===== src/rtl/note_sweep_ctrl.sv =====
// ---------------------------------------------------------------------------
// note_sweep_ctrl
//
// Sequences a note-detection sweep over a correlation datapath. For each
// reference note the controller clears the accumulator, accepts window_p
// audio samples, waits for the datapath to report the window's correlation
// magnitude and then keeps a running maximum. After the last note the
// winning note index and magnitude are published with a one-cycle strobe.
//
// Ports
//   clk_i          : sole clock, all state updates on the rising edge
//   reset_ni       : synchronous active-low reset
//   enable_i       : level, high starts (and keeps restarting) sweeps
//   sample_valid_i : an audio sample is offered
//   sample_ready_o : controller takes the offered sample this cycle
//   note_sel_o     : note/sinusoid select for the datapath mux
//   acc_clr_o      : one-cycle accumulator clear
//   acc_en_o       : accumulate strobe (sample handshake)
//   mag_i          : unsigned |correlation| of the finished window
//   mag_valid_i    : mag_i is valid
//   result_note_o  : winning note of the last completed sweep
//   result_mag_o   : winning magnitude of the last completed sweep
//   result_valid_o : one-cycle pulse when the results update
//   busy_o         : high whenever a sweep is in progress
//   timeout_o      : sticky, some window's magnitude never arrived
// ---------------------------------------------------------------------------
module note_sweep_ctrl #(
   parameter int window_p    = 6536,
   parameter int notes_p     = 7,
   parameter int mag_width_p = 32,
   parameter int drain_p     = 6
) (
   input  logic                   clk_i,
   input  logic                   reset_ni,
   input  logic                   enable_i,
   input  logic                   sample_valid_i,
   output logic                   sample_ready_o,
   output logic [2:0]             note_sel_o,
   output logic                   acc_clr_o,
   output logic                   acc_en_o,
   input  logic [mag_width_p-1:0] mag_i,
   input  logic                   mag_valid_i,
   output logic [2:0]             result_note_o,
   output logic [mag_width_p-1:0] result_mag_o,
   output logic                   result_valid_o,
   output logic                   busy_o,
   output logic                   timeout_o
);

   localparam int cnt_w  = (window_p > 1) ? $clog2(window_p) : 1;
   // The wait counter must reach drain_p+3, the last cycle spent in DRAIN.
   localparam int wait_w = $clog2(drain_p + 5);

   localparam logic [cnt_w-1:0]  cnt_last  = cnt_w'(window_p - 1);
   localparam logic [wait_w-1:0] wait_last = wait_w'(drain_p + 3);
   localparam logic [2:0]        note_last = 3'(notes_p - 1);

   typedef enum logic [2:0] {
      IDLE    = 3'd0,
      CLEAR   = 3'd1,
      ACCUM   = 3'd2,
      DRAIN   = 3'd3,
      COMPARE = 3'd4
   } state_t;

   state_t state_reg, state_next;

   logic [cnt_w-1:0]       cnt_reg;
   logic [wait_w-1:0]      wait_reg;
   logic [2:0]             note_reg;
   logic [mag_width_p-1:0] mag_reg;
   logic [mag_width_p-1:0] best_mag_reg;
   logic [2:0]             best_note_reg;
   logic [2:0]             res_note_reg;
   logic [mag_width_p-1:0] res_mag_reg;
   logic                   res_valid_reg;
   logic                   timeout_reg;

   logic                   handshake;
   logic                   wins;
   logic [mag_width_p-1:0] win_mag;
   logic [2:0]             win_note;

   assign handshake = sample_valid_i && (state_reg == ACCUM);

   // Strict greater-than: on a tie the earlier (lower index) note stays best.
   assign wins     = (mag_reg > best_mag_reg);
   assign win_mag  = wins ? mag_reg  : best_mag_reg;
   assign win_note = wins ? note_reg : best_note_reg;

   // ---------------- state register ----------------
   always_ff @(posedge clk_i) begin
      if (!reset_ni) begin
         state_reg <= IDLE;
      end else begin
         state_reg <= state_next;
      end
   end

   // ---------------- next-state logic ----------------
   always_comb begin
      state_next = state_reg;
      case (state_reg)
         IDLE: begin
            if (enable_i) state_next = CLEAR;
         end
         CLEAR: begin
            state_next = ACCUM;
         end
         ACCUM: begin
            if (handshake && (cnt_reg == cnt_last)) state_next = DRAIN;
         end
         DRAIN: begin
            if (mag_valid_i || (wait_reg == wait_last)) state_next = COMPARE;
         end
         COMPARE: begin
            // enable_i only matters once the whole sweep has finished.
            if (note_reg != note_last) state_next = CLEAR;
            else if (enable_i)         state_next = CLEAR;
            else                       state_next = IDLE;
         end
         default: begin
            state_next = IDLE;
         end
      endcase
   end

   // ---------------- output logic ----------------
   always_comb begin
      sample_ready_o = 1'b0;
      acc_clr_o      = 1'b0;
      busy_o         = 1'b1;
      note_sel_o     = note_reg;
      case (state_reg)
         IDLE: begin
            busy_o     = 1'b0;
            note_sel_o = 3'd0;
         end
         CLEAR: begin
            acc_clr_o = 1'b1;
         end
         ACCUM: begin
            sample_ready_o = 1'b1;
         end
         default: begin
         end
      endcase
      // Only asserted in ACCUM, so it can never overlap the CLEAR pulse.
      acc_en_o = sample_valid_i & sample_ready_o;
   end

   assign result_note_o  = res_note_reg;
   assign result_mag_o   = res_mag_reg;
   assign result_valid_o = res_valid_reg;
   assign timeout_o      = timeout_reg;

   // ---------------- datapath registers ----------------
   always_ff @(posedge clk_i) begin
      if (!reset_ni) begin
         cnt_reg       <= '0;
         wait_reg      <= '0;
         note_reg      <= '0;
         mag_reg       <= '0;
         best_mag_reg  <= '0;
         best_note_reg <= '0;
         res_note_reg  <= '0;
         res_mag_reg   <= '0;
         res_valid_reg <= 1'b0;
         timeout_reg   <= 1'b0;
      end else begin
         res_valid_reg <= 1'b0;
         case (state_reg)
            IDLE: begin
               if (enable_i) begin
                  note_reg      <= '0;
                  best_mag_reg  <= '0;
                  best_note_reg <= '0;
               end
            end
            CLEAR: begin
               cnt_reg <= '0;
            end
            ACCUM: begin
               // Arm the drain wait counter so it starts at zero in DRAIN.
               wait_reg <= '0;
               if (handshake) cnt_reg <= cnt_reg + cnt_w'(1);
            end
            DRAIN: begin
               if (mag_valid_i) begin
                  mag_reg <= mag_i;
               end else if (wait_reg == wait_last) begin
                  // Missing magnitude: score the window as zero.
                  mag_reg     <= '0;
                  timeout_reg <= 1'b1;
               end else begin
                  wait_reg <= wait_reg + wait_w'(1);
               end
            end
            COMPARE: begin
               if (note_reg != note_last) begin
                  best_mag_reg  <= win_mag;
                  best_note_reg <= win_note;
                  note_reg      <= note_reg + 3'd1;
               end else begin
                  // Publish the sweep winner and start the next sweep clean.
                  res_mag_reg   <= win_mag;
                  res_note_reg  <= win_note;
                  res_valid_reg <= 1'b1;
                  note_reg      <= '0;
                  best_mag_reg  <= '0;
                  best_note_reg <= '0;
               end
            end
            default: begin
            end
         endcase
      end
   end

endmodule


===== config.mk =====
export PLATFORM = sky130hd
export DESIGN_NAME = note_sweep_ctrl
export DESIGN_NICKNAME = d
export VERILOG_FILES = /design/src/rtl/note_sweep_ctrl.sv
export SDC_FILE = /design/constraint.sdc
export NUM_CORES = 1
export LEC_CHECK = 0
export CAP_MARGIN = 0
export CORE_MARGIN = 5
export CORE_UTILIZATION = 30
export DETAILED_ROUTE_END_ITERATION = 10
export GPL_TIMING_DRIVEN = 1
export PLACE_DENSITY = 0.54
export SETUP_SLACK_MARGIN = 0.3
export SLEW_MARGIN = 20
export SYNTH_ARGS = -nofsm -noshare
export SYNTH_HDL_FRONTEND = slang
export SYNTH_SLANG_ARGS = --single-unit

===== constraint.sdc =====
create_clock -name clk_i -period 3 [get_ports clk_i]
set_clock_uncertainty 0.05 [all_clocks]
set_input_delay 0.75 -clock clk_i [delete_from_list [all_inputs] [get_ports clk_i]]
set_output_delay 0.75 -clock clk_i [all_outputs]
set_load 0.005 [all_outputs]

# Word level (Yosys, flattened, before mapping)
# Index checks and enable logic that the tools add are counted.
totals:
  elab_cells: 75
  out_inout_bits: 44
  reg_bits: 127
  in_bits: 37
op_classes:
  n_lt_le_gt_ge: 1
  eq_ne: 13
  bitwise_logic: 3
  n_reduce_logical: 16
  mux: 28
  n_addsub: 3
op_table:
  columns: ["cell", "count"]
  rows:
  - ["32-bit 2-to-1 mux", 5]
  - ["32-bit one-hot mux with 2 select lines", 1]
  - ["32-bit > comparator", 1]
  - ["13-bit one-hot mux with 2 select lines", 1]
  - ["3-bit 2-to-1 mux", 8]
  - ["3-bit one-hot mux with 5 select lines", 1]
  - ["13-bit by 1-bit adder with 13-bit output (second input constant)", 1]
  - ["13-bit == test (second input constant)", 1]
  - ["13-bit 2-to-1 mux", 1]
  - ["3-bit one-hot mux with 2 select lines", 2]
  - ["2-bit != test (second input constant)", 5]
  - ["2-bit AND reduction", 5]
  - ["3-bit AND reduction", 3]
  - ["4-bit 2-to-1 mux", 2]
  - ["4-bit one-hot mux with 2 select lines", 1]
  - ["2-bit nonzero test", 4]
  - ["3-bit by 2-bit == test with 1-bit output (second input constant)", 2]
  - ["1-bit 2-to-1 mux", 6]
  - ["4-bit by 1-bit adder with 4-bit output (second input constant)", 1]
  - ["4-bit == test (second input constant)", 1]
  - ["3-bit by 1-bit adder with 3-bit output (second input constant)", 1]
  - ["3-bit by 1-bit == test with 1-bit output (second input constant)", 1]
  - ["3-bit == test (second input constant)", 1]
  - ["3-bit zero test", 1]
  - ["other kinds (6)", 8]

# Logic depth before layout (Yosys ltp)
# Gate-level depths: netlist of the first run.
depth:
  word_depth: 5
  mapped_depth: 9
  mapped_depth_nobuf: 8

# Least setup slack after synthesis of the first run
# Ideal clock, no wire load.
synth_timing:
  kind: "flip-flop to flip-flop"
  start: "register best_mag_reg[30]"
  end: "register best_note_reg[2]"
  t_required_ns: 2.891
  path_slack_ns: 0.461
  setup_ns: 0.059
  n_path_buf: 1
  stages_incl_launch_ff: 10
  t_arrival_ns: 2.430
  period_less_slack_ns: 2.539
  cell_sequence: "dfxtp_1 > inv_1 > ha_1 > nand4_2 > or3_1 > or3b_4 > o21a_4 > o31ai_4 > buf_6 > a22o_1"
synth_via:
  elab_chain_len: 4
synth_rtl:
  columns: ["element", "line_no", "rtl"]
  rows:
  - ["from (decl)", "72", "logic [mag_width_p-1:0] best_mag_reg;"]
  - ["from (signal assigned)", "201", "best_mag_reg <= win_mag;"]
  - ["32-bit > comparator", "87", "assign wins = (mag_reg > best_mag_reg);"]
  - ["3-bit 2-to-1 mux", "89", "assign win_note = wins ? note_reg : best_note_reg;"]
  - ["3-bit 2-to-1 mux", "200", "if (note_reg != note_last) begin"]
  - ["3-bit one-hot mux with 2 select lines", "172", "case (state_reg)"]
  - ["to (signal assigned)", "202", "best_note_reg <= win_note;"]
  - ["to (decl)", "73", "logic [2:0] best_note_reg;"]
# No other way between the ends.
# A chain may end at the register's enable or synchronous reset.

# Worst setup path after layout of the first run
layout_timing:
  start: "register state_reg[2]"
  end: "output port acc_clr_o"
layout_via:
  elab_chain_len: 2
layout_rtl:
  columns: ["element", "line_no", "rtl"]
  rows:
  - ["from (decl)", "66", "state_t state_reg, state_next;"]
  - ["from (signal assigned)", "96", "state_reg <= state_next;"]
  - ["3-bit by 1-bit == test with 1-bit output", "134", "case (state_reg)"]
  - ["1-bit 2-to-1 mux", "134", null]
  - ["to (decl)", "39", "output logic acc_clr_o,"]
# No other way between the ends.

==> reports/results.ini, run 1 <==
[critical_path]
critPathKind = flop to primary output
end_kind = primary output
crit_arrival_ns = 1.96
cp.required_ns = 2.20
crit_fanout = 12
worst_setup_path_start_kind = flop

[finish]
area_delta_synth_final_pct = 36.6
drive_above_1_share_pct = 16.6
diodes = 0
fin_cells = 1021
nets = 822
fillCellCount = 1834

[routing]
drt_pass1_iterations = 5
antenna_left = 0
drt-wirelength-per-cell_um = 16.6
via_count = 5251
remaining_drc_errors = 0
initialDrtViolationCount = 313
wl_um = 17000
avgViaCountPerCell = 5.14

[die]
std_cell_rows = 50
chipWidth_um = 149
coreArea_um2 = 18900
ios = 81
initial_utilization_pct = 30.7
die_area_um2 = 22200
die_h_um = 149

[clocking]
root_buffer = clkbuf_16
clk_latency_ns = 0.42
clock-sinks = 127
path_clk_slew_ns = 0.05
clk_path_buf_depth = 2
cts_buffers = 17
cts_tree = built
cts.htree.levels = 4

[place]
dp_cells = 969
port_buffers = 80
dp_hpwl_um = 11100
gp_congestion = 0.794

[pwr]
power_switching_mw = 1.16
p_leak_nw = 2.87
switching_share_pct = 25.9
p_int_mw = 3.32
powerDensity_nw_per_um2 = 566
max-vdd-ir-drop_mv = 0.387
seqPwrFrac_pct = 38.8
combPwrFrac_pct = 16.0
clkPwrFrac_pct = 45.2
design_power_total_mw = 4.48

[synthesis]
synth_cell_types = 50
synth_commonest_cells = 127 x dfxtp_1, 77 x o21ai_0, 43 x nand3_1
ys_ff_latch = 127
seq_area_frac_synth_pct = 43.9
synth_warnings = 0
synth_flop_cell = dfxtp_1
synth_top_area_cell = dfxtp_1
yosysMostFrequentCell = dfxtp_1
synth_cells = 650
synthesis.nets = 722
synth_edf_count = 0
ys_async_sr_fraction_pct = 0
synth_top_area_share_pct = 43.9
syn-cell-area_um2 = 5800
syn_avg_cell_area_um2 = 8.92
synthTopCellsByArea = dfxtp_1 44%, ha_1 7.6%, o21ai_0 6.6%

[grt]
grt_use_total_pct = 15.0
grt_pass1_vias = 5150
grt_max_degree = 35
gr-total-overflow = 0
grt_antenna_before_repair = 0
grt_pass1_wl_um = 26900

[sta]
finalWorstPathRequiredPeriod_ns = 2.76
finalHoldViolations = 0
setup_tns_ns = 0
drv_slew = 0
rsz0062_at_grt = true
fmax_mhz = 362
finalSetupViolations = 0
tightest_slew_ns = 0.528
slew_headroom_pct = 64.5
post-route-period-util_pct = 92.1

[run_status]
outcome = finished clean

[job]
max_cap_viol_count = 0

[hold_path]
min_path_type = flop to flop

## power groups by stage
stage	sequential [mW]	combinational (mW)	clock, mW
6_report	1.74	0.716	2.02
5_1_grt	1.74	0.768	2.14
4_1_cts	1.73	0.578	2.06
3_5_place_dp	1.77	0.568	0
3_3_place_gp	1.77	0.559	0
2_1_floorplan	1.76	0.337	0
## through the flow
stage,util [%],setup WS [ns],instance area (um^2),hold slack (ns)
floorplan,-,0.461,5800,0.392
global placement,36.6,0.302,6920,0.409
detailed placement,36.6,0.285,6920,0.405
CTS,39.8,0.213,7510,0.428
global route,41.9,0.129,7920,0.440
finish,41.9,0.237,7920,0.420
## final timing paths
kind | to | slack, ns | cells past startpoint | from
setup / recovery | acc_clr_o | 0.24 | 3 | state_reg[2]
hold / removal | timeout_o | 0.42 | 1 | timeout_o
setup reg to reg | best_mag_reg[25] | 0.33 | 10 | best_mag_reg[11]
hold reg to reg | timeout_o | 0.42 | 1 | timeout_o
## layout make-up
type	instances	area, um^2	area share, %
clock inverters	7	85.1	1.07
multi-input cells	441	3100	39.1
clock buffers	23	488	6.17
flip-flops and latches	127	2580	32.6
repair buffers	124	1190	15.1
well taps	260	325	4.11
inverters	39	149	1.88
## metal layers
metal,vias to the layer above,GRT usage (%),routed length [um],part of all wire (%)
met1,2520,20.4,8110,48
met5,-,0,0,0
met3,18,3.68,822,4.8
met4,0,5.03,195,1.1
li1,2563,-,-,-
met2,150,23.3,7860,46
## logic make-up after synthesis
kind of cell	share of synthesized area [%]
flip-flops	43.9
AND/OR/NAND/NOR	16.5
XOR/XNOR	1.81
buffers and inverters	5.76
adder cells (fa/ha/maj)	7.56
AO/OA/AOI/OAI	24.5
## layout by cell type, fill, tap and decap left out, drive strengths merged, types with 13 or more instances in the layout
| master | netlist | routed |
|---|---|---|
| a21oi | 20 | 20 |
| ha | 35 | 35 |
| a22o | 35 | 35 |
| a31oi | 31 | 31 |
| nand2 | 24 | 24 |
| a22oi | 32 | 32 |
| clkbuf | 37 | 24 |
| dfxtp | 127 | 127 |
| nand4 | 13 | 13 |
| buf | 6 | 44 |
| o21ai | 78 | 78 |
| nand3 | 43 | 43 |
| clkdlybuf4s50 | 0 | 77 |
| nor2b | 38 | 38 |
| inv | 39 | 39 |
| nor2 | 25 | 25 |
## critical path: stages (launching register included)
cell and delay [ns]:
dfxtp_1 0.32, buf_4 0.17, nor3b_1 0.45, clkdlybuf4s50_1 0.60
## what timing repair did
| item | CTS | global route |
|---|---|---|
| hold buffers | 0 | 0 |
| gates resized for setup | 6 | 66 |
| endpoints found under the hold margin | 0 | 0 |
| pin swaps | 0 | 15 |
| cloned | 0 | 4 |
| setup buffers | 0 | 18 |
| setup endpoints to repair | 29 | 76 |
Note: power is estimated with default switching activity, not from simulation.
==> run 2, diff against run 1 <==
- CORE_MARGIN: 5 -> unset
- PLACE_DENSITY: 0.54 -> 0.56
==> run 2 against run 1 <==
First-iteration DRC count is 5.1% lower. Wire length down 5.7%. Final cell count is 0.39% lower. Non-clock buffer count fell by 6. Critical path type is now flop to flop. Largest power group unchanged. Highest routed layer unchanged.
==> reports/results.ini, run 2 (synthesis gave the netlist of run 1 again) <==
[run_status]
outcome = finished clean

[sta]
drv_slew = 0
post-route-period-util_pct = 88.6
setup_ws_ns = 0.343
finalWorstPathRequiredPeriod_ns = 2.66
fmax_mhz = 376
setup_tns_ns = 0
rsz0062_at_grt = false
tightest_slew_ns = 0.507
finalSetupViolations = 0
slew_headroom_pct = 66.2
finalHoldViolations = 0

[routing]
avgViaCountPerCell = 5.03
wl_um = 16000
initialDrtViolationCount = 297
via_count = 5118
remaining_drc_errors = 0
drt_pass1_iterations = 5
drt-wirelength-per-cell_um = 15.7
antenna_left = 0

[critical_path]
crit_arrival_ns = 2.96
crit_fanout = 7
cp.required_ns = 3.30
end_kind = flop
worst_setup_path_start_kind = flop
critPathKind = flop to flop

[finish]
final_common_cell = dfxtp_1
layout_common_cells = 110 x dfxtp_1, 77 x clkdlybuf4s50_1, 70 x o21ai_0, 43 x nand3_1, 38 x nor2b_1
nets = 816
drive_above_1_share_pct = 14.4
diodes = 0
area_delta_synth_final_pct = 36.1

[grt]
gr-total-overflow = 0
grt_pass1_vias = 4718
grt_pass1_wl_um = 25200
grt_antenna_before_repair = 0
grt_use_total_pct = 16.2
grt_max_degree = 56

[hold_path]
min_path_type = flop to flop

[clocking]
cts.htree.levels = 4
cts_hold_buf = 0
clk_path_buf_depth = 2
clk_latency_ns = 0.42
root_buffer = clkbuf_16
path_clk_slew_ns = 0.05
cts_buffers = 17
clock-sinks = 127
cts_tree = built

[place]
port_buffers = 80
dp_hpwl_um = 10200
gp_congestion = 0.811
dpl_worst_slack_ns = 0.306

[die]
std_cell_rows = 50
initial_utilization_pct = 30.8
coreArea_um2 = 18800
die_h_um = 141
ios = 81
chipWidth_um = 141
die_area_um2 = 19900

[job]
max_cap_viol_count = 0

[pwr]
max-vdd-ir-drop_mv = 0.407
powerDensity_nw_per_um2 = 573
p_leak_nw = 2.83

-- run 2: changes by cell type in the layout (fill, tap and decap cells not counted), moves of 2 or more --
cell / before / now
clkbuf_1: 2 / 6
o21ai_1: 9 / 7
buf_6: 7 / 5
dfxtp_2: 25 / 15
clkinv_2: 5 / 3
buf_2: 3 / 1
ha_4: 8 / 10
buf_4: 32 / 30
dfxtp_1: 101 / 110
o21ai_0: 67 / 70
ha_1: 27 / 25
-- run 2: metal layers --
metal,track usage [%],up-vias,wire (um)
li1,-,2563,-
met1,22.4,2422,7940
met2,24.8,118,7220
met3,4.21,15,698
met4,4.46,0,151
met5,0,-,0
-- run 2: power by group --
part / internal, mW / switching (mW) / leakage, nW
Clock: 1.37 / 0.729 / 0.292
Combinational: 0.293 / 0.389 / 1.51
Sequential: 1.71 / 0.0282 / 1.03
-- run 2: worst max-delay path, cell delays in order (launching register included) --
cell,delay [ns]
dfxtp_1,0.37
ha_4,0.30
nand4_1,0.13
or3_4,0.43
or3b_4,0.40
o21a_4,0.14
o31ai_4,0.31
buf_4,0.19
buf_6,0.13
a22o_1,0.13
-- run 2: area by class of cell --
type                            instances  area, um^2
Clock buffer                           26         489
Clock inverter                          6         105
Fill cell                            1866       10900
Inverter                               39         149
Multi-Input combinational cell        441        3110
Sequential cell                       127        2570
Tap cell                              260         325
Timing Repair Buffer                  118        1140
-- run 2: stage by stage --
| stage | hold WS (ns) | instances | total power [mW] | area (um^2) | utilization (%) |
|---|---|---|---|---|---|
| floorplan | 0.392 | 650 | 2.10 | 5800 | - |
| global placement | 0.400 | 971 | 2.35 | 6930 | 36.8 |
| detailed placement | 0.407 | 971 | 2.35 | 6930 | 36.8 |
| CTS | 0.420 | 1003 | 4.45 | 7540 | 40.0 |
| global route | 0.444 | 1017 | 4.68 | 7890 | 41.9 |
| finish | 0.414 | 1017 | 4.52 | 7890 | 41.9 |
-- run 2: worst paths after layout --
kind | startpoint | endpoint | slack (ns) | cells past startpoint
setup / recovery | mag_reg[27] | best_mag_reg[27] | 0.34 | 9
setup reg to reg | mag_reg[27] | best_mag_reg[27] | 0.34 | 9
hold reg to reg | timeout_o | timeout_o | 0.41 | 1
hold / removal | timeout_o | timeout_o | 0.41 | 1
-- run 2: repair_timing --
item,in CTS,in global routing
setup endpoints to repair,16,74
gates cloned,0,3
pin swaps,0,12
resized for setup,5,55
buffers inserted,0,11
==> run 3, diff against run 2 <==
- CORE_MARGIN: unset -> 3
- HOLD_SLACK_MARGIN: unset -> 0.06
==> run 3 against run 2 <==
First-iteration DRC count rose by 9.8%. Sequential power barely moved. Via count fell by 0.88%. Critical endpoint is now best_mag_reg[15]. Largest power group unchanged. Cell area fell by 1.3%. Final cell count fell by 0.59%.
==> reports/results.ini, run 3 (synthesis gave the netlist of run 1 again) <==
[pwr]
powerDensity_nw_per_um2 = 572
p_leak_nw = 2.80
max-vdd-ir-drop_mv = 0.462
seqPwrFrac_pct = 38.9
power_switching_mw = 1.14
clkPwrFrac_pct = 46.0
design_power_total_mw = 4.46
switching_share_pct = 25.6
p_int_mw = 3.31
combPwrFrac_pct = 15.1

[critical_path]
r2r_cells = 10
worst_setup_path_start_kind = flop
crit_chain = inv_1 -> ha_1 -> nand4_1 -> or3_4 -> or3b_4 -> o21a_4 -> o31ai_4 -> buf_6 -> buf_12 -> a22o_1
end_kind = flop
crit_arrival_ns = 2.93
reg2reg_from = best_mag_reg[24]
slowest_stage = or3_4
critPathKind = flop to flop
r2r_slack_ns = 0.38
cp_slowest_stage_delay_ns = 0.42
r2r-end = best_mag_reg[15]
crit_fanout = 11
cp.required_ns = 3.31

[die]
initial_utilization_pct = 30.8
ios = 81
die_area_um2 = 21000
chipWidth_um = 145
std_cell_rows = 50
die_h_um = 145
coreArea_um2 = 18800

[grt]
grt_antenna_before_repair = 0
grt_use_total_pct = 15.2
grt_max_degree = 36
grt_pass1_wl_um = 26000
gr-total-overflow = 0
grt_pass1_vias = 5045

[sta]
finalHoldViolations = 0
slew_headroom_pct = 64.2
fmax_mhz = 382
finalWorstPathRequiredPeriod_ns = 2.62
setup_tns_ns = 0
tightest_slew_ns = 0.532
post-route-period-util_pct = 87.2
rsz0062_at_grt = true
hold_slack_ns = 0.422
finalSetupViolations = 0
drv_slew = 0

[routing]
wl_um = 16000
avgViaCountPerCell = 5.02
drt-wirelength-per-cell_um = 15.8
antenna_left = 0
initialDrtViolationCount = 326
remaining_drc_errors = 0
via_count = 5073
drt_pass1_iterations = 5

[clocking]
cts_tree = built
cts.htree.levels = 4
root_buffer = clkbuf_16
clk_latency_ns = 0.42
cts_buffers = 17
path_clk_slew_ns = 0.05
cts_hold_buf = 0
clock-sinks = 127
clk_path_buf_depth = 2

[finish]
diodes = 0
final_common_cell = dfxtp_1
drive_above_1_share_pct = 12.8
nets = 813
fillCellCount = 1868
fin_cells = 1011
area_delta_synth_final_pct = 34.4
layout_common_cells = 117 x dfxtp_1, 77 x clkdlybuf4s50_1, 73 x o21ai_0, 43 x nand3_1
stdcell_area_um2 = 7790

[hold_path]
whs_endpoint = timeout_o
holdPathStages = 1
min_path_type = flop to flop
holdCritStartpoint = timeout_o

[place]
placed_cell_area_um2 = 6930
port_buffers = 80
gp_congestion = 0.761
dp_hpwl_um = 10500
dp_cells = 971

[run_status]
outcome = finished clean

[job]
max_cap_viol_count = 0

-- run 3: critical path, delay by kind of cell, from the launching register on --
| family | cells | cell delay (ns) |
|---|---|---|
| and+or+nand+nor | 3 | 0.99 |
| AOI/OAI and AO/OA | 3 | 0.53 |
| DFF | 1 | 0.36 |
| buffers and inverters | 3 | 0.35 |
| adders and majority gates | 1 | 0.27 |
-- run 3: cell type report --
cell class                      count  area (um^2)  area share [%]
Timing Repair Buffer              115         1120            14.3
Clock buffer                       24          502            6.44
Clock inverter                      5         80.1            1.03
Inverter                           39          149            1.91
Tap cell                          260          325            4.18
Multi-Input combinational cell    441         3060            39.3
Sequential cell                   127         2560            32.8
-- run 3: layer usage --
layer	up-vias	track usage, %	wire [um]	part of all wire [%]
met3	16	4.25	670	4.2
met4	0	4.80	180	1.1
met1	2416	20.3	7910	50
li1	2542	-	-	-
met2	99	23.9	7210	45
met5	-	0	0	0
-- run 3: worst max path at each step --
stage,startpoint,end,cells after the start
2_1_floorplan,best_mag_reg[30],best_note_reg[2],9
3_3_place_gp,best_mag_reg[14],best_mag_reg[11],9
3_5_place_dp,best_mag_reg[14],best_mag_reg[3],9
4_1_cts,state_reg[1],acc_en_o,5
5_1_grt,best_mag_reg[8],best_mag_reg[19],10
6_report,best_mag_reg[24],best_mag_reg[15],10
-- run 3: stage by stage --
step | utilization [%] | setup WS [ns]
2_1_floorplan | - | 0.461
3_3_place_gp | 36.8 | 0.283
3_5_place_dp | 36.8 | 0.218
4_1_cts | 40.0 | 0.206
5_1_grt | 41.4 | 0.270
6_report | 41.4 | 0.383
-- run 3: timing repair --
action,4_1_cts,5_1_grt
gates resized for setup,6,39
pin swaps,0,7
buffers inserted,0,9
cloned,0,2
endpoints found under the setup margin,31,75
-- run 3: power by group through the flow --
stage | registers (mW) | logic (mW) | clock network, mW
2_1_floorplan | 1.76 | 0.337 | 0
3_3_place_gp | 1.77 | 0.580 | 0
3_5_place_dp | 1.77 | 0.582 | 0
4_1_cts | 1.73 | 0.592 | 2.09
5_1_grt | 1.74 | 0.731 | 2.15
6_report | 1.73 | 0.673 | 2.05
